===== src/rtl/systolic_psum_ctrl.sv =====
// Partial-sum SRAM sequencer: optional clear pass, then one read per row,
// then a drain long enough for the most-skewed column to finish.
module systolic_psum_ctrl #(
    parameter int BIT_ADDR = 10,
    parameter int PE_COL   = 4
) (
    input  logic                CLK,
    input  logic                RST,
    input  logic                i_Start,
    input  logic                i_Init,
    input  logic [BIT_ADDR-1:0] i_Base_Addr,
    input  logic [BIT_ADDR-1:0] i_Num_Rows,
    input  logic                i_Stall,
    output logic [BIT_ADDR-1:0] o_Psram_Addr,
    output logic [BIT_ADDR-1:0] o_Psram_Addr_1buf,
    output logic [PE_COL-1:0]   o_Psram_En,
    output logic [PE_COL-1:0]   o_Psram_Wea,
    output logic [PE_COL-1:0]   o_Psram_Valid_1buf,
    output logic                o_Busy,
    output logic                o_Done
);

    localparam int DW = $clog2(PE_COL) + 1;
    localparam logic [BIT_ADDR-1:0] ONE = 1;
    localparam logic [DW-1:0] DRAIN_LAST = DW'(PE_COL - 1);

    typedef enum logic [2:0] {
        S_IDLE,
        S_CLEAR,
        S_RUN,
        S_DRAIN,
        S_DONE
    } state_t;

    state_t              state;
    logic [BIT_ADDR-1:0] cnt;
    logic [BIT_ADDR-1:0] base;
    logic [BIT_ADDR-1:0] num;
    logic [DW-1:0]       drain_cnt;

    logic in_pass;
    logic issuing;
    logic last_row;

    // Comparing against N-1 lets N = 2^BIT_ADDR-1 finish without cnt overflowing.
    assign in_pass  = (state == S_CLEAR) || (state == S_RUN);
    assign issuing  = in_pass && !i_Stall;
    assign last_row = (cnt == num - ONE);

    assign o_Psram_Addr = in_pass ? base + cnt : '0;
    assign o_Psram_En   = issuing ? {PE_COL{1'b1}} : '0;
    assign o_Psram_Wea  = (issuing && state == S_CLEAR) ? {PE_COL{1'b1}} : '0;
    assign o_Busy       = (state != S_IDLE);
    assign o_Done       = (state == S_DONE);

    always_ff @(posedge CLK or posedge RST) begin
        if (RST) begin
            state     <= S_IDLE;
            cnt       <= '0;
            base      <= '0;
            num       <= '0;
            drain_cnt <= '0;
        end else begin
            case (state)
                S_IDLE: begin
                    if (i_Start) begin
                        base <= i_Base_Addr;
                        num  <= i_Num_Rows;
                        cnt  <= '0;
                        if (i_Num_Rows == '0) state <= S_DONE;
                        else if (i_Init)      state <= S_CLEAR;
                        else                  state <= S_RUN;
                    end
                end
                S_CLEAR: begin
                    if (issuing) begin
                        if (last_row) begin
                            state <= S_RUN;
                            cnt   <= '0;
                        end else begin
                            cnt <= cnt + ONE;
                        end
                    end
                end
                S_RUN: begin
                    if (issuing) begin
                        if (last_row) begin
                            state     <= S_DRAIN;
                            drain_cnt <= '0;
                        end else begin
                            cnt <= cnt + ONE;
                        end
                    end
                end
                S_DRAIN: begin
                    if (drain_cnt == DRAIN_LAST) state <= S_DONE;
                    else drain_cnt <= drain_cnt + 1'b1;
                end
                S_DONE:  state <= S_IDLE;
                default: state <= S_IDLE;
            endcase
        end
    end

    // Write-back side: clear writes never raise a valid.
    always_ff @(posedge CLK or posedge RST) begin
        if (RST) begin
            o_Psram_Addr_1buf  <= '0;
            o_Psram_Valid_1buf <= '0;
        end else begin
            o_Psram_Addr_1buf  <= o_Psram_Addr;
            o_Psram_Valid_1buf <= (state == S_RUN) ? o_Psram_En : '0;
        end
    end

endmodule


===== config.mk =====
export PLATFORM = sky130hd
export DESIGN_NAME = systolic_psum_ctrl
export DESIGN_NICKNAME = d
export VERILOG_FILES = /design/src/rtl/systolic_psum_ctrl.sv
export SDC_FILE = /design/constraint.sdc
export NUM_CORES = 1
export LEC_CHECK = 0
export BUFFER_PORTS_ARGS = -buffer_cell sky130_fd_sc_hd__buf_2
export CAP_MARGIN = 20
export CORE_MARGIN = 2
export CORE_UTILIZATION = 55
export CTS_CLUSTER_SIZE = 28
export DETAILED_ROUTE_END_ITERATION = 10
export PLACE_DENSITY_LB_ADDON = 0.05
export RECOVER_POWER = 25
export REMOVE_ABC_BUFFERS = 1
export SYNTH_ARGS = -nofsm -noshare
export SYNTH_HDL_FRONTEND = slang
export SYNTH_SLANG_ARGS = --single-unit

===== constraint.sdc =====
create_clock -name CLK -period 4 [get_ports CLK]
set_input_delay 0.2 -clock CLK [delete_from_list [all_inputs] [get_ports CLK]]
set_output_delay 0.2 -clock CLK [all_outputs]
set_load 0.005 [all_outputs]

### Word-level counts from Yosys, hierarchy flattened

Cells that the tools add are included.
W data, S select, Z words.

| operators by class | value |
|---|---|
| order comparisons | 0 |
| multiplexer cells | 23 |
| add/sub/neg operators | 4 |
| multiply operators | 0 |
| reduce and logical (&&, ||, !) cells | 13 |
| equal/unequal tests | 14 |
| divide/modulo/power cells | 0 |
| shift-type cells | 0 |
| bitwise gates (word level) | 0 |

Operators with widths:

| operator | count |
|---|---|
| $mux W10 | 6 |
| $mux W3 | 10 |
| $pmux W10 S3 | 1 |
| $ne A2 B2 Y1 const B | 8 |
| $mux W4 | 3 |
| $pmux W3 S4 | 1 |
| $add A10 B1 Y10 const B | 1 |
| $add A10 B10 Y10 | 1 |
| $eq A10 B10 Y1 | 1 |
| $logic_not A10 Y1 | 1 |
| $sub A10 B1 Y10 const B | 1 |
| $eq A3 B2 Y1 const B | 3 |
| $pmux W3 S2 | 1 |
| $reduce_and A6 Y1 | 1 |
| $reduce_bool A3 Y1 | 2 |
| $reduce_and A5 Y1 | 1 |
| $reduce_and A4 Y1 | 1 |
| $add A3 B1 Y3 const B | 1 |
| $eq A3 B1 Y1 const B | 1 |
| $eq A3 B3 Y1 const B | 1 |
| $logic_not A3 Y1 | 1 |
| $logic_and A1 B1 Y1 | 2 |
| $mux W2 | 1 |
| $reduce_and A2 Y1 | 1 |
| other kinds (3) | 3 |

| word-level totals | value |
|---|---|
| RAM bits | 0 |
| ROM bits | 0 |
| memories | 0 |
| bits in latches | 0 |
| output and inout bits | 34 |
| bits in registers | 50 |
| word-level logic and storage cells | 61 |
| bits of input ports | 25 |

### Depth between registers and ports, before layout

| depth | value |
|---|---|
| depth after elaboration | 5 |
| mapped depth | 10 |
| mapped depth without buffers | 10 |

### Worst setup path after synthesis

Ideal clock, no wire load.

| timing path | value |
|---|---|
| kind | flip-flop to flip-flop |
| start | register num[0] |
| end | register state[0] |
| arrival | 2.803 ns |
| clock period less this slack | 2.928 ns |
| setup time | 0.125 ns |
| path buffers | 0 |
| setup slack | 1.072 ns |
| cell stages (with the launch flop) | 10 |
| required time | 3.875 ns |
| cell sequence | dfrtp_1 > inv_1 > ha_1 > or4b_1 > or3_4 > a2111oi_4 > nand4_4 > o311ai_2 > o21ai_1 > mux2_4 |

| between the ends | value |
|---|---|
| word-level cells in the longest chain between the ends | 4 |
| elaborated cells on any way between the ends | 5 |
| classes of those cells | add/sub: 1; eq/ne: 3; reduce/logical: 1 |

Ends and longest elaborated chain:

| item | RTL line | source |
|---|---|---|
| start: declaration | 38 | `logic [BIT_ADDR-1:0] num;` |
| start signal: assignment | 68 | `num <= i_Num_Rows;` |
| $sub A10 B1 Y10 * | 48 | `assign last_row = (cnt == num - ONE);` |
| $eq A10 B10 Y1 * | 48 |  |
| $ne A2 B2 Y1 (no line) | - |  |
| $reduce_and A6 Y1 (no line) * | - |  |
| end signal: assignment | 58 | `state <= S_IDLE;` |
| end signal: assignment | 70 | `if (i_Num_Rows == '0) state <= S_DONE;` |
| end signal: assignment | 71 | `else if (i_Init) state <= S_CLEAR;` |
| end: declaration | 35 | `state_t state;` |

Every way passes the cells marked *; elsewhere a longest branch is shown, timed or not.
A chain may end at the register's enable or synchronous reset.

### Worst setup path after layout

| timing path | value |
|---|---|
| start | register num[0] |
| end | register cnt[8] |

| between the ends | value |
|---|---|
| word-level cells in the longest chain between the ends | 5 |
| elaborated cells on any way between the ends | 7 |
| classes of those cells | add/sub: 1; eq/ne: 2; mux: 3; reduce/logical: 1 |

Ends and longest elaborated chain:

| item | RTL line | source |
|---|---|---|
| $sub A10 B1 Y10 * | 48 |  |
| $eq A10 B10 Y1 * | 48 |  |
| $mux W10 | 77 | `if (last_row) begin` |
| $mux W10 | 76 | `if (issuing) begin` |
| $pmux W10 S3 | 64 | `case (state)` |
| end signal: assignment | 81 | `cnt <= cnt + ONE;` |
| end signal: assignment | 91 | `cnt <= cnt + ONE;` |
| end: declaration | 36 | `logic [BIT_ADDR-1:0] cnt;` |

Every way passes the cells marked *; elsewhere a longest branch is shown, timed or not. The select of a mux whose other input is x is not followed.

==> impl_metrics.tcl <==
set metrics [dict create \
    slew_headroom_pct -8.29 \
    violations "max-capacitance violations, max-slew violations" \
    grt_use_total_pct 21.6 \
    clkLatencyLatePin_ps 300 \
    drv_cap 1 \
    path_class "reg2reg" \
    ant_nets 0 \
    synth.area.top_cells "dfrtp_1, mux2_2, ha_1, xnor2_1, a21oi_1" \
    min_period_over_period_pct 80.6 \
    cts_tree "yes" \
    use_met3_pct 3.67 \
    skew_ps 9.74 \
    register_area_um2 1180 \
    use_met1_pct 27.0 \
    io_buffer_count 58 \
    grt_max_degree 48 \
    die_x_um 76.6 \
    yosys_most_used_dff "dfrtp_1" \
    vias 2297 \
    final_max_slew_viol_count 30 \
    rows 26 \
    peakVddDrop_mv 0.433 \
    nNetsFinal 381 \
    antenna_found_initial 0 \
    cp-start-kind "flop" \
    avgRoutedWirePerCell_um 14.4 \
    yosysTopAreaCell "dfrtp_1" \
    multi_input_area_um2 1550 \
    tritoncts.num_buffers 5 \
    fill_cells 423 \
    gp_congestion 0.760 \
    core-area_um2 5110 \
    avgSynthCellArea_um2 9.85 \
    io-pin-count 59 \
    finalSetupTns_ps 0 \
    dieHeight_um 76.6 \
    status "complete, but fails checks" \
    cts-htree-levels 2 \
    drt_first_pass_iters 4 \
    hold_viol_final 0 \
    hp-class "in2reg" \
    start_util_pct 56.7 \
    layout-drive-gt1-share_pct 27.7 \
    netlist_area_um2 2900 \
    cts_buffer_depth 2 \
    rsz0062_at_grt "false" \
    synthArstFlopShare_pct 100 \
    fin_crit_ps 3220 \
    synth_seq_cells 47 \
    grt_pass1_wl_um 10100 \
    ys_types 54 \
    gr-max-usage-layer "met2" \
    drcViolationCount 0 \
    die_area_um2 5860 \
    grt-ovfl-total 0 \
    grt_util_met2_pct 37.4 \
    area_delta_synth_final_pct 13.8 \
    clkSinkCount 47 \
    vias_per_cell 5.56 \
    cp.arrival_ps 3430 \
    syn_inst 294 \
    synth_warnings 0 \
    powerDensity_nw_per_um2 769 \
    whs_ps 93.2 \
    cts_resized 0 \
    finalWirelength_um 5940 \
    drt_iter0_drc 91 \
    cts_root_buffer "clkbuf_8" \
    tightest_slew_ps 1620 \
    grt_pass1_vias 2237 \
    insertedDiodeCount 0 \
    clk_pin_slew_ps 90 \
    critPathMaxFanout 15 \
    ys_seq_area_share_pct 40.6 \
    synth_edf_count 0 \
    finalSetupViolations 0 \
    dp.final_hpwl_um 4280 \
    yosys.area.top_type_share_pct 40.6 \
    worst_ep_required_time_ps 4200 \
    p_leak_nw 1.54 \
    fmax_mhz 310 \
    endpoint_kind "flop" \
]
cells by family after synthesis:
group | share of synthesized area (%)
and+or+nand+nor | 19.0
AOI/OAI and AO/OA | 14.5
DFF | 40.6
buffers and inverters | 6.22
muxes | 8.21
xor gates and xnor gates | 5.14
adders and majority gates | 6.31
power by group:
part | switching [W] | internal [W] | total, W
sequential | 0.000217 | 0.000666 | 0.000883
clock | 0.000161 | 0.000202 | 0.000364
combinational | 0.000676 | 0.000612 | 0.00129
worst paths after layout:
kind	from	endpoint	slack (ps)	cells after the start
setup reg to reg	num[0]$_DFFE_PP0P_	cnt[8]$_DFFE_PP0P_	780	9
setup / recovery	num[0]$_DFFE_PP0P_	cnt[8]$_DFFE_PP0P_	780	9
hold reg to reg	drain_cnt[1]$_DFFE_PP0P_	drain_cnt[1]$_DFFE_PP0P_	510	1
hold / removal	i_Base_Addr[1]	base[1]$_DFFE_PP0P_	90	3
min in group asynchronous	RST	base[1]$_DFFE_PP0P_	530	3
max in group asynchronous	RST	num[1]$_DFFE_PP0P_	1530	4
stage by stage:
step	worst slack (ps)	utilization [%]	total power, W	cell area (um^2)	cells
finish	778	64.6	0.00253	3300	413
global route	607	64.6	0.00276	3300	413
CTS	789	64.3	0.00255	3280	411
detailed placement	808	62.0	0.00218	3170	403
floorplan	1070	-	0.00178	2780	274
global placement	903	62.0	0.00214	3170	403
synth_stat cells (2+ instances only):
library cell / number
dfrtp_1: 47
nand2_1: 19
nor2_1: 19
mux2_2: 17
inv_1: 16
a21oi_1: 15
ha_1: 13
nor3_1: 12
xnor2_1: 11
buf_4: 10
nand2b_1: 9
o21ai_0: 9
clkbuf_1: 8
nand3_1: 6
xor2_1: 6
a21o_1: 5
and3_1: 5
o21ai_1: 5
or3_1: 5
a31oi_1: 4
nand4_1: 4
nor2b_1: 4
o211ai_1: 4
or4_1: 4
and2_1: 3
nor4_1: 3
mux2i_1: 2
nor3b_1: 2
or2_2: 2
cell type report:
type | instances | area share [%]
tap | 70 | 2.66
multi-input combinational | 211 | 46.9
clock buffer | 6 | 2.50
sequential | 47 | 35.7
timing repair buffer | 61 | 9.41
inverter | 16 | 1.82
clock inverter | 2 | 1.06
flip-flops by register name, summed over array words and instances (netlist names):
name,cells
base,10
cnt,10
num,10
o_Psram_Addr_1buf,10
drain_cnt,3
state,3
o_Psram_Valid_1buf,1
timing repair:
| action | CTS | global route |
|---|---|---|
| hold buffers | 0 | 1 |
| setup buffers | 0 | 0 |
| endpoints found under the hold margin | 0 | 18 |
cells in the final DEF, fill, tap and decap left out, drive strengths merged, types with 2 or more instances in the layout:
cell     n
a21o     5
a21oi   15
a31oi    4
and2     3
and3     5
buf     59
clkbuf   7
dfrtp   47
ha      13
inv     16
mux2    19
mux2i    2
nand2   19
nand2b   9
nand3    6
nand4    5
nor2    19
nor2b    4
nor3    12
nor3b    2
nor4     4
o211ai   4
o21ai   14
o21ba    2
o311ai   2
o31ai    2
or2      2
or3      6
or4      4
xnor2   11
xor2     6
worst max-delay path: stages (launching register included):
cell	delay, ps
dfrtp_1	420
inv_1	90
ha_1	250
or4b_1	490
or3_4	360
a2111oi_4	390
nand4_4	210
o31ai_4	610
nor4_1	120
o21ba_1	190
metal layers:
| metal | routed length (um) | vias up | share of wire [%] |
|---|---|---|---|
| met5 | 0 | - | 0 |
| met4 | 104 | 0 | 1.8 |
| met3 | 196 | 8 | 3.3 |
| met2 | 2880 | 44 | 48 |
| met1 | 2760 | 1108 | 46 |
| li1 | - | 1137 | - |
No activity file was read; power rests on OpenSTA's default activity.
